<file path="src/rtl/async_req_arbiter_if.sv">
// Handshake bundle between requesters/resource (master) and the arbiter (slave).
// Signals: 4-phase req/ack per requester, one-hot grant, completion and timeout.
interface async_req_arbiter_if #(
  parameter int N_REQ = 4
);
  localparam int ID_W = $clog2(N_REQ);

  logic [N_REQ-1:0] req_async;
  logic [N_REQ-1:0] ack;
  logic [N_REQ-1:0] gnt;
  logic             gnt_valid;
  logic [ID_W-1:0]  gnt_id;
  logic             res_done;
  logic             timeout_err;

  modport master (
    output req_async,
    output res_done,
    input  ack,
    input  gnt,
    input  gnt_valid,
    input  gnt_id,
    input  timeout_err
  );

  modport slave (
    input  req_async,
    input  res_done,
    output ack,
    output gnt,
    output gnt_valid,
    output gnt_id,
    output timeout_err
  );
endinterface

</file>
<file path="src/rtl/async_req_arbiter.sv">
// Round-robin arbiter for asynchronous 4-phase requesters sharing one resource.
// Define ASYNC_ARB_TIMEOUT_EN to compile in the MAX_HOLD grant timeout.
module async_req_arbiter #(
  parameter int N_REQ       = 4,
  parameter int SYNC_STAGES = 3,
  parameter int MAX_HOLD    = 255
) (
  input  logic                 clk,
  input  logic                 rst,
  async_req_arbiter_if.slave   bus
);
  localparam int ID_W = $clog2(N_REQ);
  localparam logic [N_REQ-1:0] ONE_HOT0 = N_REQ'(1);

  typedef enum logic [1:0] {
    IDLE,
    GRANT,
    ACK
  } state_t;

  logic [N_REQ-1:0] w_req_s;

  genvar gi;
  generate
    for (gi = 0; gi < N_REQ; gi++) begin : g_sync
      logic [SYNC_STAGES-1:0] r_chain;
      always_ff @(posedge clk or posedge rst) begin
        if (rst) begin
          r_chain <= '0;
        end else begin
          r_chain <= {r_chain[SYNC_STAGES-2:0], bus.req_async[gi]};
        end
      end
      assign w_req_s[gi] = r_chain[SYNC_STAGES-1];
    end
  endgenerate

  state_t           r_state;
  logic [N_REQ-1:0] r_gnt;
  logic             r_gnt_valid;
  logic [ID_W-1:0]  r_gnt_id;
  logic [ID_W-1:0]  r_cur_id;
  logic [N_REQ-1:0] r_ack;
  logic [ID_W-1:0]  r_rr_ptr;

  // Search starts at r_rr_ptr and wraps past N_REQ-1 back to 0.
  logic            w_any;
  logic [ID_W-1:0] w_pick;
  logic [ID_W:0]   w_idx;
  always_comb begin
    w_any  = 1'b0;
    w_pick = '0;
    w_idx  = '0;
    for (int i = 0; i < N_REQ; i++) begin
      w_idx = {1'b0, r_rr_ptr} + (ID_W+1)'(i);
      if (w_idx >= (ID_W+1)'(N_REQ)) begin
        w_idx = w_idx - (ID_W+1)'(N_REQ);
      end
      if (!w_any && w_req_s[w_idx[ID_W-1:0]]) begin
        w_any  = 1'b1;
        w_pick = w_idx[ID_W-1:0];
      end
    end
  end

  logic [ID_W-1:0] w_next_ptr;
  assign w_next_ptr = (r_cur_id == ID_W'(N_REQ-1)) ? '0 : r_cur_id + 1'b1;

`ifdef ASYNC_ARB_TIMEOUT_EN
  localparam int CNT_W = $clog2(MAX_HOLD + 1);
  logic [CNT_W-1:0] r_hold_cnt;
  logic             r_timeout_err;
  logic             w_hold_hit;
  logic             w_end;
  assign w_hold_hit      = (r_hold_cnt == CNT_W'(MAX_HOLD - 1));
  assign w_end           = bus.res_done | w_hold_hit;
  assign bus.timeout_err = r_timeout_err;
`else
  logic w_end;
  logic w_unused_max_hold;
  assign w_end             = bus.res_done;
  assign bus.timeout_err   = 1'b0;
  // MAX_HOLD only matters when the timeout is compiled in.
  assign w_unused_max_hold = (MAX_HOLD > 0);
`endif

  always_ff @(posedge clk or posedge rst) begin
    if (rst) begin
      r_state     <= IDLE;
      r_gnt       <= '0;
      r_gnt_valid <= 1'b0;
      r_gnt_id    <= '0;
      r_cur_id    <= '0;
      r_ack       <= '0;
      r_rr_ptr    <= '0;
`ifdef ASYNC_ARB_TIMEOUT_EN
      r_hold_cnt    <= '0;
      r_timeout_err <= 1'b0;
`endif
    end else begin
`ifdef ASYNC_ARB_TIMEOUT_EN
      r_timeout_err <= 1'b0;
`endif
      case (r_state)
        IDLE: begin
          if (w_any) begin
            r_gnt       <= ONE_HOT0 << w_pick;
            r_gnt_valid <= 1'b1;
            r_gnt_id    <= w_pick;
            r_cur_id    <= w_pick;
            r_state     <= GRANT;
`ifdef ASYNC_ARB_TIMEOUT_EN
            r_hold_cnt  <= '0;
`endif
          end
        end
        GRANT: begin
`ifdef ASYNC_ARB_TIMEOUT_EN
          r_hold_cnt <= r_hold_cnt + 1'b1;
`endif
          // A requester dropping req mid-grant is ignored; only completion ends it.
          if (w_end) begin
            r_gnt       <= '0;
            r_gnt_valid <= 1'b0;
            r_gnt_id    <= '0;
            r_ack       <= r_gnt;
            r_state     <= ACK;
`ifdef ASYNC_ARB_TIMEOUT_EN
            r_timeout_err <= ~bus.res_done;
`endif
          end
        end
        ACK: begin
          if (!w_req_s[r_cur_id]) begin
            r_ack    <= '0;
            r_rr_ptr <= w_next_ptr;
            r_gnt_id <= '0;
            r_state  <= IDLE;
          end
        end
        default: begin
          r_state <= IDLE;
        end
      endcase
    end
  end

  assign bus.gnt       = r_gnt;
  assign bus.gnt_valid = r_gnt_valid;
  assign bus.gnt_id    = r_gnt_id;
  assign bus.ack       = r_ack;
endmodule

</file>
<file path="src/flat_wrapper.sv">
// flat-port wrapper written by rule: the top's interface ports become plain ports
module async_req_arbiter_flat 
#(
  parameter int N_REQ       = 4,
  parameter int SYNC_STAGES = 3,
  parameter int MAX_HOLD    = 255
)
  (clk, rst, bus_req_async, bus_res_done, bus_ack, bus_gnt, bus_gnt_valid, bus_gnt_id, bus_timeout_err);
  async_req_arbiter_if #(.N_REQ(N_REQ)) bus_i ();
  input  logic clk;
  input  logic rst;
  input wire logic [$bits(bus_i.req_async)-1:0] bus_req_async;
  input wire logic [$bits(bus_i.res_done)-1:0] bus_res_done;
  output wire logic [$bits(bus_i.ack)-1:0] bus_ack;
  output wire logic [$bits(bus_i.gnt)-1:0] bus_gnt;
  output wire logic [$bits(bus_i.gnt_valid)-1:0] bus_gnt_valid;
  output wire logic [$bits(bus_i.gnt_id)-1:0] bus_gnt_id;
  output wire logic [$bits(bus_i.timeout_err)-1:0] bus_timeout_err;
  assign bus_i.req_async = bus_req_async;
  assign bus_i.res_done = bus_res_done;
  assign bus_ack = bus_i.ack;
  assign bus_gnt = bus_i.gnt;
  assign bus_gnt_valid = bus_i.gnt_valid;
  assign bus_gnt_id = bus_i.gnt_id;
  assign bus_timeout_err = bus_i.timeout_err;
  async_req_arbiter #(.N_REQ(N_REQ), .SYNC_STAGES(SYNC_STAGES), .MAX_HOLD(MAX_HOLD)) u_core (.clk(clk), .rst(rst), .bus(bus_i));
endmodule
</file>
<file path="config.mk">
export PLATFORM = sky130hd
export DESIGN_NAME = async_req_arbiter_flat
export DESIGN_NICKNAME = d
export VERILOG_FILES = /design/src/rtl/async_req_arbiter_if.sv /design/src/rtl/async_req_arbiter.sv /design/src/flat_wrapper.sv
export SDC_FILE = /design/constraint.sdc
export NUM_CORES = 1
export LEC_CHECK = 0
export ABC_AREA = 1
export CORE_MARGIN = 1.5
export CORE_UTILIZATION = 45
export CTS_BUF_LIST = sky130_fd_sc_hd__clkbuf_16
export CTS_CLUSTER_DIAMETER = 200
export CTS_CLUSTER_SIZE = 30
export DETAILED_ROUTE_END_ITERATION = 8
export PLACE_DENSITY = 0.73
export REMOVE_ABC_BUFFERS = 1
export SYNTH_ARGS = -nofsm -noshare
export SYNTH_HDL_FRONTEND = slang
export SYNTH_SLANG_ARGS = --single-unit
</file>
<file path="constraint.sdc">
create_clock -name clk -period 1.52 [get_ports clk]
set_clock_uncertainty 0.1 [all_clocks]
set_input_delay 0.152 -clock clk [delete_from_list [all_inputs] [get_ports clk]]
set_output_delay 0.152 -clock clk [all_outputs]
set_load 0.1 [all_outputs]
</file>
# Yosys cells after proc, flatten, opt, wreduce, memory -nomap -nowiden
# Index checks and enable logic that the tools add are counted.
word_totals:
  inputBits: 7
  out_inout_bits: 12
  word_cells: 91
  regBits: 29
classes:
  order_cmp: 9
  addsub: 8
  reduce_logical: 16
  n_mux: 39
  n_shift: 1
  bitwise_logic: 1
  n_eq_ne: 6
ops:
  columns: ["operator", "n"]
  rows:
  - ["two-way mux 2 bit", 14]
  - ["two-way mux 4 bit", 4]
  - ["case mux 4 bit (2 select lines)", 2]
  - ["< comparator 2 x 3 -> 1 bit, second input constant", 5]
  - ["case mux 2 bit (3 select lines)", 2]
  - ["two-way mux 1 bit", 11]
  - ["binary-select mux 1 bit (select 2 bit)", 5]
  - ["greater-or-equal comparator 3 bit, second input constant", 3]
  - ["AND reduction 3 bit", 3]
  - ["subtractor 2 x 1 -> 2 bit, second input constant", 4]
  - ["adder 2 x 2 -> 3 bit, second input constant", 2]
  - ["== test 2 bit, second input constant", 2]
  - ["inequality test 2 bit, second input constant", 2]
  - ["AND reduction 2 bit", 2]
  - ["AND reduction 4 bit", 1]
  - ["nonzero test 2 bit", 2]
  - ["left shift 1 x 2 -> 4 bit, first input constant", 1]
  - ["adder 2 x 1 -> 3 bit, second input constant", 1]
  - ["greater-or-equal comparator 2 x 3 -> 1 bit, second input constant", 1]
  - ["logical AND 1 bit", 3]
  - ["zero test 1 bit", 3]
  - ["nonzero test 3 bit", 1]
  - ["adder 2 x 1 -> 2 bit, second input constant", 1]
  - ["== test 2 x 1 -> 1 bit, second input constant", 1]
  - ["other kinds (4)", 4]

# Logic depth before layout (Yosys ltp)
# Gate-level depths: netlist of run 1.
depth:
  word_depth: 17
  mapped_depth: 12
  ltp_nobuf: 12

# Least setup slack after synthesis of run 1
# OpenSTA, ideal clock, no wires.
synth_timing:
  kind: "register -> register"
  startpoint: "register u_core.r_state[1]"
  endpoint: "register u_core.r_ack[0], in the netlist u_core.bus.ack[0]"
  stages_incl_launch_ff: 9
  setup_time_ps: 138
  n_path_buf: 0
  required_time_ps: 1282
  slack_ps: -164
  t_arrival_ps: 1446
  synth_period_minus_slack_ps: 1684
  path_cell_list: "dfrtp_1 > inv_1 > ha_1 > inv_1 > or2_2 > nand2_1 > a21oi_1 > nand3_1 > o21ai_0"
synth_via:
  elab_chain_cells: 3
  word_cells_on_any_way: 7
  cone_classes: "eq/ne: 4; mux: 1; reduce/logical: 2"
synth_rtl:
  columns: ["element", "line_no", "rtl"]
  rows:
  - ["from (decl)", "async_req_arbiter.sv:38", "state_t r_state;"]
  - ["from (signal assigned)", "async_req_arbiter.sv:89", "r_state <= IDLE;"]
  - ["from (signal assigned)", "async_req_arbiter.sv:111", "r_state <= GRANT;"]
  - ["from (signal assigned)", "async_req_arbiter.sv:127", "r_state <= ACK;"]
  - ["== test 2 bit or == test 2 x 1 -> 1 bit (tied branches)", "async_req_arbiter.sv:104", "case (r_state)"]
  - ["inequality test 2 bit (no line) or nonzero test 2 bit (tied branches)", null, null]
  - ["AND reduction 3 bit (no line)", null, null]
  - ["to (signal assigned)", "async_req_arbiter.sv:126", "r_ack <= r_gnt;"]
  - ["to (decl)", "async_req_arbiter.sv:43", "logic [N_REQ-1:0] r_ack;"]
# Several ways; a longest one is shown, not always the timed one.
# A chain may end at the register's enable or synchronous reset.

# Final worst setup path of run 1
layout_timing:
  startpoint: "register u_core.r_rr_ptr[1]"
  endpoint: "register u_core.r_gnt[3], in the netlist u_core.bus.gnt[3]"
layout_via:
  elab_chain_cells: 17
  word_cells_on_any_way: 42
  cone_classes: "add/sub: 7; order compare: 4; eq/ne: 1; shift: 1; mux: 22; reduce/logical: 7"
layout_rtl:
  columns: ["element", "line_no", "rtl"]
  rows:
  - ["from (decl)", "async_req_arbiter.sv:44", "logic [ID_W-1:0] r_rr_ptr;"]
  - ["from (signal assigned)", "async_req_arbiter.sv:136", "r_rr_ptr <= w_next_ptr;"]
  - ["parallel branches: the longest is 17 deep, another holds adder 2 x 1 -> 3 bit", null, null]
  - ["to (signal assigned)", "async_req_arbiter.sv:107", "r_gnt <= ONE_HOT0 << w_pick;"]
  - ["to (decl)", "async_req_arbiter.sv:39", "logic [N_REQ-1:0] r_gnt;"]
# Several ways; the timed one is not identified. The select of a mux whose other input is x is not followed.

==> results.json, run 1 <==
{
  "place_congestion": 0.8308,
  "cts_max_path_buffers": 2,
  "ys_warn_count": 0,
  "die_x_microns": 60.96,
  "diodes": 0,
  "synth_top_area_share": 0.4801,
  "gr-total-overflow": 0,
  "track_usage": 0.2438,
  "synth_cells": 173,
  "syn_avg_cell_area_sq_um": 8.737,
  "crit_top_cell": "nand2_1",
  "clk_latency_ns": 0.28,
  "fp.dieH_microns": 60.96,
  "port_buffers": 17,
  "cp_data_required_time_ns": 1.64,
  "cts-root-buf": "clkbuf_16",
  "finalSetupViolations": 17,
  "synth_common_cells": "nand2_1, dfrtp_1, nand3_1",
  "io_pins": 19,
  "rows": 20,
  "wire_per_inst_microns": 16.67,
  "maxCapViolCount": 0,
  "fin_nets": 245,
  "rsz0062_at_grt": "true",
  "end_kind": "register",
  "critPathBufInv": 2,
  "crit_chain": "inv_2 -> nand2_1 -> nand2_4 -> nand2_1 -> nand2_2 -> inv_2 -> nand3_4 -> nand2_4 -> nor2_4 -> nand3_1 -> nand2_1",
  "initial_core_util": 0.4832,
  "layout_min_cycle_time_ns": 1.729,
  "grt_pass1_wl_mm": 6.348,
  "synth_seq_cells": 29,
  "netlist_area_sq_mm": 0.001511,
  "synthArstFlopShare": 1.000,
  "antenna_found_initial": 0,
  "grt_max_degree": 30,
  "setup_ws_ns": -0.2092,
  "drt_iter0_markers": 77,
  "stdcell_area_sq_mm": 0.002549,
  "path_clk_slew_ns": 0.05,
  "crit_start": "u_core.r_rr_ptr[1]",
  "clock.fmax_ghz": 0.5783,
  "slowest_delay_ns": 0.44,
  "ant_nets": 0,
  "ys_seq_area_frac": 0.4801,
  "cts_tree": "built",
  "crit_path_top_delay_cell": "dfrtp_2",
  "r2r-start": "u_core.r_rr_ptr[1]",
  "cts_made_buffers": 5,
  "violations": "setup timing",
  "dieArea_sq_mm": 0.003716,
  "crit_type": "register to register",
  "r2r_end": "u_core.bus.gnt[3]",
  "outcome": "finished, violations left",
  "syn_to_final_growth_pct": 68.63,
  "synth_edf_count": 0,
  "core_sq_mm": 0.003128,
  "fin_crit_sh": 1.138,
  "drc": 0,
  "htreeDepth": 2,
  "hp-class": "primary input to async pin",
  "dpl.hpwl_mm": 2.521,
  "rrSetupSlack_ns": -0.21,
  "final_hold_viol_count": 0,
  "cp-start-kind": "register",
  "yosys_most_used_dff": "dfrtp_1",
  "crit_cells": 11,
  "drtPass1Iterations": 4,
  "routed-via-count": 1456,
  "slew_viol_final": 0,
  "dpl-instance-area_sq_mm": 0.001971,
  "critical-path-top-delay-family": "simple AND/OR/NAND/NOR gates",
  "drive_gt1_frac": 0.5641,
  "synth_top_cell_by_area": "dfrtp_1",
  "drt_wl_total_mm": 4.635,
  "synth_area_leaders": "dfrtp_1, nand2_1, nand3_1",
  "cts_sinks": 29,
  "worstPathArrival_ns": 1.85,
  "critPathMaxFanout": 6,
  "synth_cell_type_count": 25,
  "grt_pass1_vias": 1405,
  "synth_most_common_cell": "nand2_1",
  "worstRegToRegCells": 11,
  "vias_per_cell": 5.237
}
==> cells by family (layout without fill, tap and decap cells) <==
| family | after synthesis | in the layout | share of synthesized area |
|---|---|---|---|
| other cells | 1 | 1 | 0.002481 |
| buf+inv | 25 | 85 | 0.06954 |
| compound gates | 16 | 16 | 0.05878 |
| fa+ha+maj | 5 | 5 | 0.04139 |
| flops | 29 | 29 | 0.4801 |
| simple gates | 97 | 98 | 0.3477 |
==> sequential cells by signal, summed over array words and instances (netlist names) <==
| register | flops |
|---|---|
| u_core.g_sync.r_chain | 12 |
| u_core.r_rr_ptr | 2 |
| u_core.r_state | 2 |
| u_core.r_cur_id | 2 |
| u_core.bus.gnt_valid | 1 |
| u_core.bus.gnt_id | 2 |
| u_core.bus.gnt | 4 |
| u_core.bus.ack | 4 |
==> per-layer routing <==
metal,track usage,vias up,part of all wire
met5,0,-,0
met4,0.1522,0,0.037
met3,0.06610,15,0.044
met2,0.4147,54,0.55
met1,0.2692,716,0.37
li1,-,671,-
==> layout make-up <==
type	instances	area [sq um]
Timing Repair Buffer	54	598.1
Sequential cell	29	730.7
Tap cell	44	55.05
Multi-Input combinational cell	120	912.1
Inverter	23	86.33
Fill cell	170	579.3
Clock inverter	3	41.29
Clock buffer	5	125.1
==> timing repair <==
action,4_1_cts,5_1_grt
setup endpoints to repair,15,15
resized for setup,24,44
setup buffers,2,17
cloned,1,0
hold buffers,0,0
pin swaps,16,18
==> worst register-to-register path: stages (launching register included) <==
cell and delay (ns):
dfrtp_2 0.44, inv_2 0.13, nand2_1 0.10, nand2_4 0.08, nand2_1 0.09, nand2_2 0.12, inv_2 0.08, nand3_4 0.07
nand2_4 0.09, nor2_4 0.15, nand3_1 0.12, nand2_1 0.08
==> stage by stage <==
stage | instances | TNS, ns | hold slack (ns) | util | worst slack, ns
4_1_cts | 262 | -1.685 | 0.1651 | 0.7164 | -0.1638
6_report | 278 | -2.034 | 0.1444 | 0.8148 | -0.2092
5_1_grt | 278 | -3.610 | 0.2105 | 0.8148 | -0.3277
2_1_floorplan | 171 | -1.863 | 0.08343 | - | -0.1641
3_5_place_dp | 251 | -1.835 | 0.2347 | 0.6300 | -0.1573
3_3_place_gp | 251 | -0.9673 | 0.2330 | 0.6300 | -0.09452
==> placed cells by master, fill, tap and decap left out, types with 2 or more instances in the layout <==
cell type / instances
buf_4: 31
clkdlybuf4s50_1: 6
nor2_4: 3
ha_1: 3
nand3_2: 10
ha_4: 2
nand3_1: 8
o21ai_1: 4
nand3_4: 4
inv_1: 13
a21oi_2: 3
clkbuf_16: 5
buf_6: 4
dfrtp_1: 25
nor2_2: 5
dfrtp_2: 4
nand2_2: 18
inv_2: 10
buf_12: 13
nand4_1: 2
nand2_1: 35
nand2_4: 9
o21ai_2: 4
==> how the worst max path moves through the flow <==
stage               slack [ns]                    to
finish                   -0.21     u_core.bus.gnt[3]
global route             -0.33     u_core.bus.gnt[3]
CTS                      -0.16  u_core.bus.gnt_id[1]
detailed placement       -0.16     u_core.bus.gnt[1]
global placement         -0.09     u_core.bus.ack[3]
floorplan                -0.16     u_core.bus.ack[0]
Power of run 1 is left out: the tool's default activity adds up to more than one toggle a clock period on the data nets, which glitch-free logic cannot reach.
==> run 2: changes to the inputs <==
- CORE_UTILIZATION: 45 -> 49
- CTS_BUF_LIST: sky130_fd_sc_hd__clkbuf_16 -> default
- PLACE_DENSITY: 0.73 -> 0.78
==> run 2 against run 1 <==
  * Flip-flop and latch count unchanged
  * The flow still finishes with violations (setup timing)
  * Critical endpoint is now u_core.bus.gnt[1]
  * Sequential share of layout area increased by 2.2 points
  * First-iteration DRC count decreased by 26%
  * Utilization increased by 1.3 points
==> results.json, run 2 (synthesis gave the netlist of run 1 again) <==
{
  "outcome": "finished, violations left",
  "violations": "setup timing",
  "htreeDepth": 2,
  "cts_sinks": 29,
  "crit_chain": "buf_6 -> nand2_2 -> nand2_4 -> nand2_4 -> nand2_8 -> nor2_8 -> nand3_2 -> nand2_4 -> nor2_4 -> nand3_2 -> nand2_2",
  "io_pins": 19,
  "track_usage": 0.2325,
  "dpl.hpwl_mm": 2.452,
  "fin_nets": 237,
  "final_common_cell": "nand2_1",
  "end_kind": "register",
  "largest_register_ffs": 12,
  "drive_gt1_frac": 0.5575,
  "cp_data_required_time_ns": 1.65,
  "crit_top_cell": "nand2_4",
  "r2r-start": "u_core.r_rr_ptr[0]",
  "slowest_delay_ns": 0.47,
  "grt_pass1_wl_mm": 5.823,
  "worstPathArrival_ns": 1.85,
  "cp-start-kind": "register",
  "drt_wl_total_mm": 3.827,
  "initial_core_util": 0.5298,
  "wire_per_inst_microns": 14.89,
  "fin_crit_sh": 1.128,
  "dpl-instance-area_sq_mm": 0.001954,
  "stdcell_area_sq_mm": 0.002361,
  "finalSetupViolations": 11,
  "crit_cells": 11,
  "setup_ws_ns": -0.1947,
  "critPathCapture": "u_core.bus.gnt[1]",
  "die_x_microns": 58.54,
  "critical-path-top-delay-family": "simple AND/OR/NAND/NOR gates",
  "layout_min_cycle_time_ns": 1.715,
  "r2r_end": "u_core.bus.gnt[1]",
  "rrSetupSlack_ns": -0.19,
  "crit_type": "register to register",
  "final_core_util": 0.8276,
  "crit_path_top_delay_cell": "dfrtp_2",
  "routed-via-count": 1338,
  "place_congestion": 0.8521,
  "maxCapViolCount": 0,
  "drc": 0,
  "largest_register": "u_core.g_sync.r_chain",
  "rows": 19,
  "cts_made_buffers": 5,
  "dieArea_sq_mm": 0.003427,
  "clk_latency_ns": 0.34,
  "antenna_found_initial": 0,
  "syn_to_final_growth_pct": 56.21,
  "diodes": 0,
  "drt_iter0_markers": 57,
  "critPathMaxFanout": 6,
  "port_buffers": 17,
  "slew_viol_final": 0,
  "path_clk_slew_ns": 0.09,
  "final_cell_mix": "nand2_1, dfrtp_1, buf_4",
  "drtPass1Iterations": 4,
  "vias_per_cell": 5.206,
  "critPathBufInv": 1,
  "grt_pass1_vias": 1339,
  "worstRegToRegCells": 11,
  "final_hold_viol_count": 0,
  "gr-total-overflow": 0,
  "clock.fmax_ghz": 0.5832,
  "hp-class": "primary input to async pin",
  "fp.dieH_microns": 58.54,
  "cts_max_path_buffers": 2,
  "ant_nets": 0,
  "cts_tree": "built",
  "grt_max_degree": 30,
  "core_sq_mm": 0.002853,
  "cts-root-buf": "clkbuf_4",
  "crit_start": "u_core.r_rr_ptr[0]",
  "rsz0062_at_grt": "true"
}
==> run 2: timing repair <==
item,in CTS,in global routing
resized for setup,23,47
hold buffers,0,0
gates cloned,1,0
endpoints found under the setup margin,15,15
pin swaps,18,28
buffers inserted,6,6
==> run 2: through the flow <==
| stage | instances | setup slack, ns | hold WS [ns] | setup TNS [ns] |
|---|---|---|---|---|
| final | 257 | -0.1947 | 0.06792 | -1.842 |
| after global routing | 257 | -0.2583 | 0.08984 | -2.741 |
| after CTS | 252 | -0.1696 | 0.07522 | -1.642 |
| after detailed placement | 238 | -0.1838 | 0.2378 | -2.065 |
| after global placement | 238 | -0.09357 | 0.2330 | -0.9451 |
| after floorplan | 171 | -0.1641 | 0.08343 | -1.863 |
==> run 2: worst min path at each step <==
stage | to | startpoint
final | u_core.g_sync[2].r_chain[1] | rst
after global routing | u_core.g_sync[2].r_chain[0] | rst
after CTS | u_core.g_sync[3].r_chain[2] | rst
after detailed placement | u_core.g_sync[3].r_chain[2] | u_core.g_sync[3].r_chain[1]
after global placement | u_core.g_sync[2].r_chain[1] | u_core.g_sync[2].r_chain[0]
after floorplan | u_core.g_sync[0].r_chain[0] | bus_req_async[0]
==> run 2: cell type report <==
type	instances	area [sq um]
Inverter	23	88.84
Timing Repair Buffer	46	509.2
Fill cell	138	491.7
Clock buffer	7	65.06
Clock inverter	1	5.005
Sequential cell	29	728.2
Tap cell	31	38.79
Multi-Input combinational cell	120	925.9
==> run 2: layer usage <==
layer / GRT usage / routed length (microns) / up-vias / part of all wire
li1: - / - / 652 / -
met1: 0.2868 / 1558 / 646 / 0.41
met2: 0.3917 / 2057 / 30 / 0.54
met3: 0.06593 / 127 / 10 / 0.033
met4: 0.07973 / 84 / 0 / 0.022
met5: 0 / 0 / - / 0
==> run 2: worst reg2reg max path: stages, from the launching register on <==
cell and delay [ns]:
dfrtp_2 0.47, buf_6 0.15, nand2_2 0.08, nand2_4 0.07
nand2_4 0.09, nand2_8 0.08, nor2_8 0.13, nand3_2 0.11
nand2_4 0.13, nor2_4 0.06, nand3_2 0.09, nand2_2 0.05
Power of run 2 is left out for the same reason.
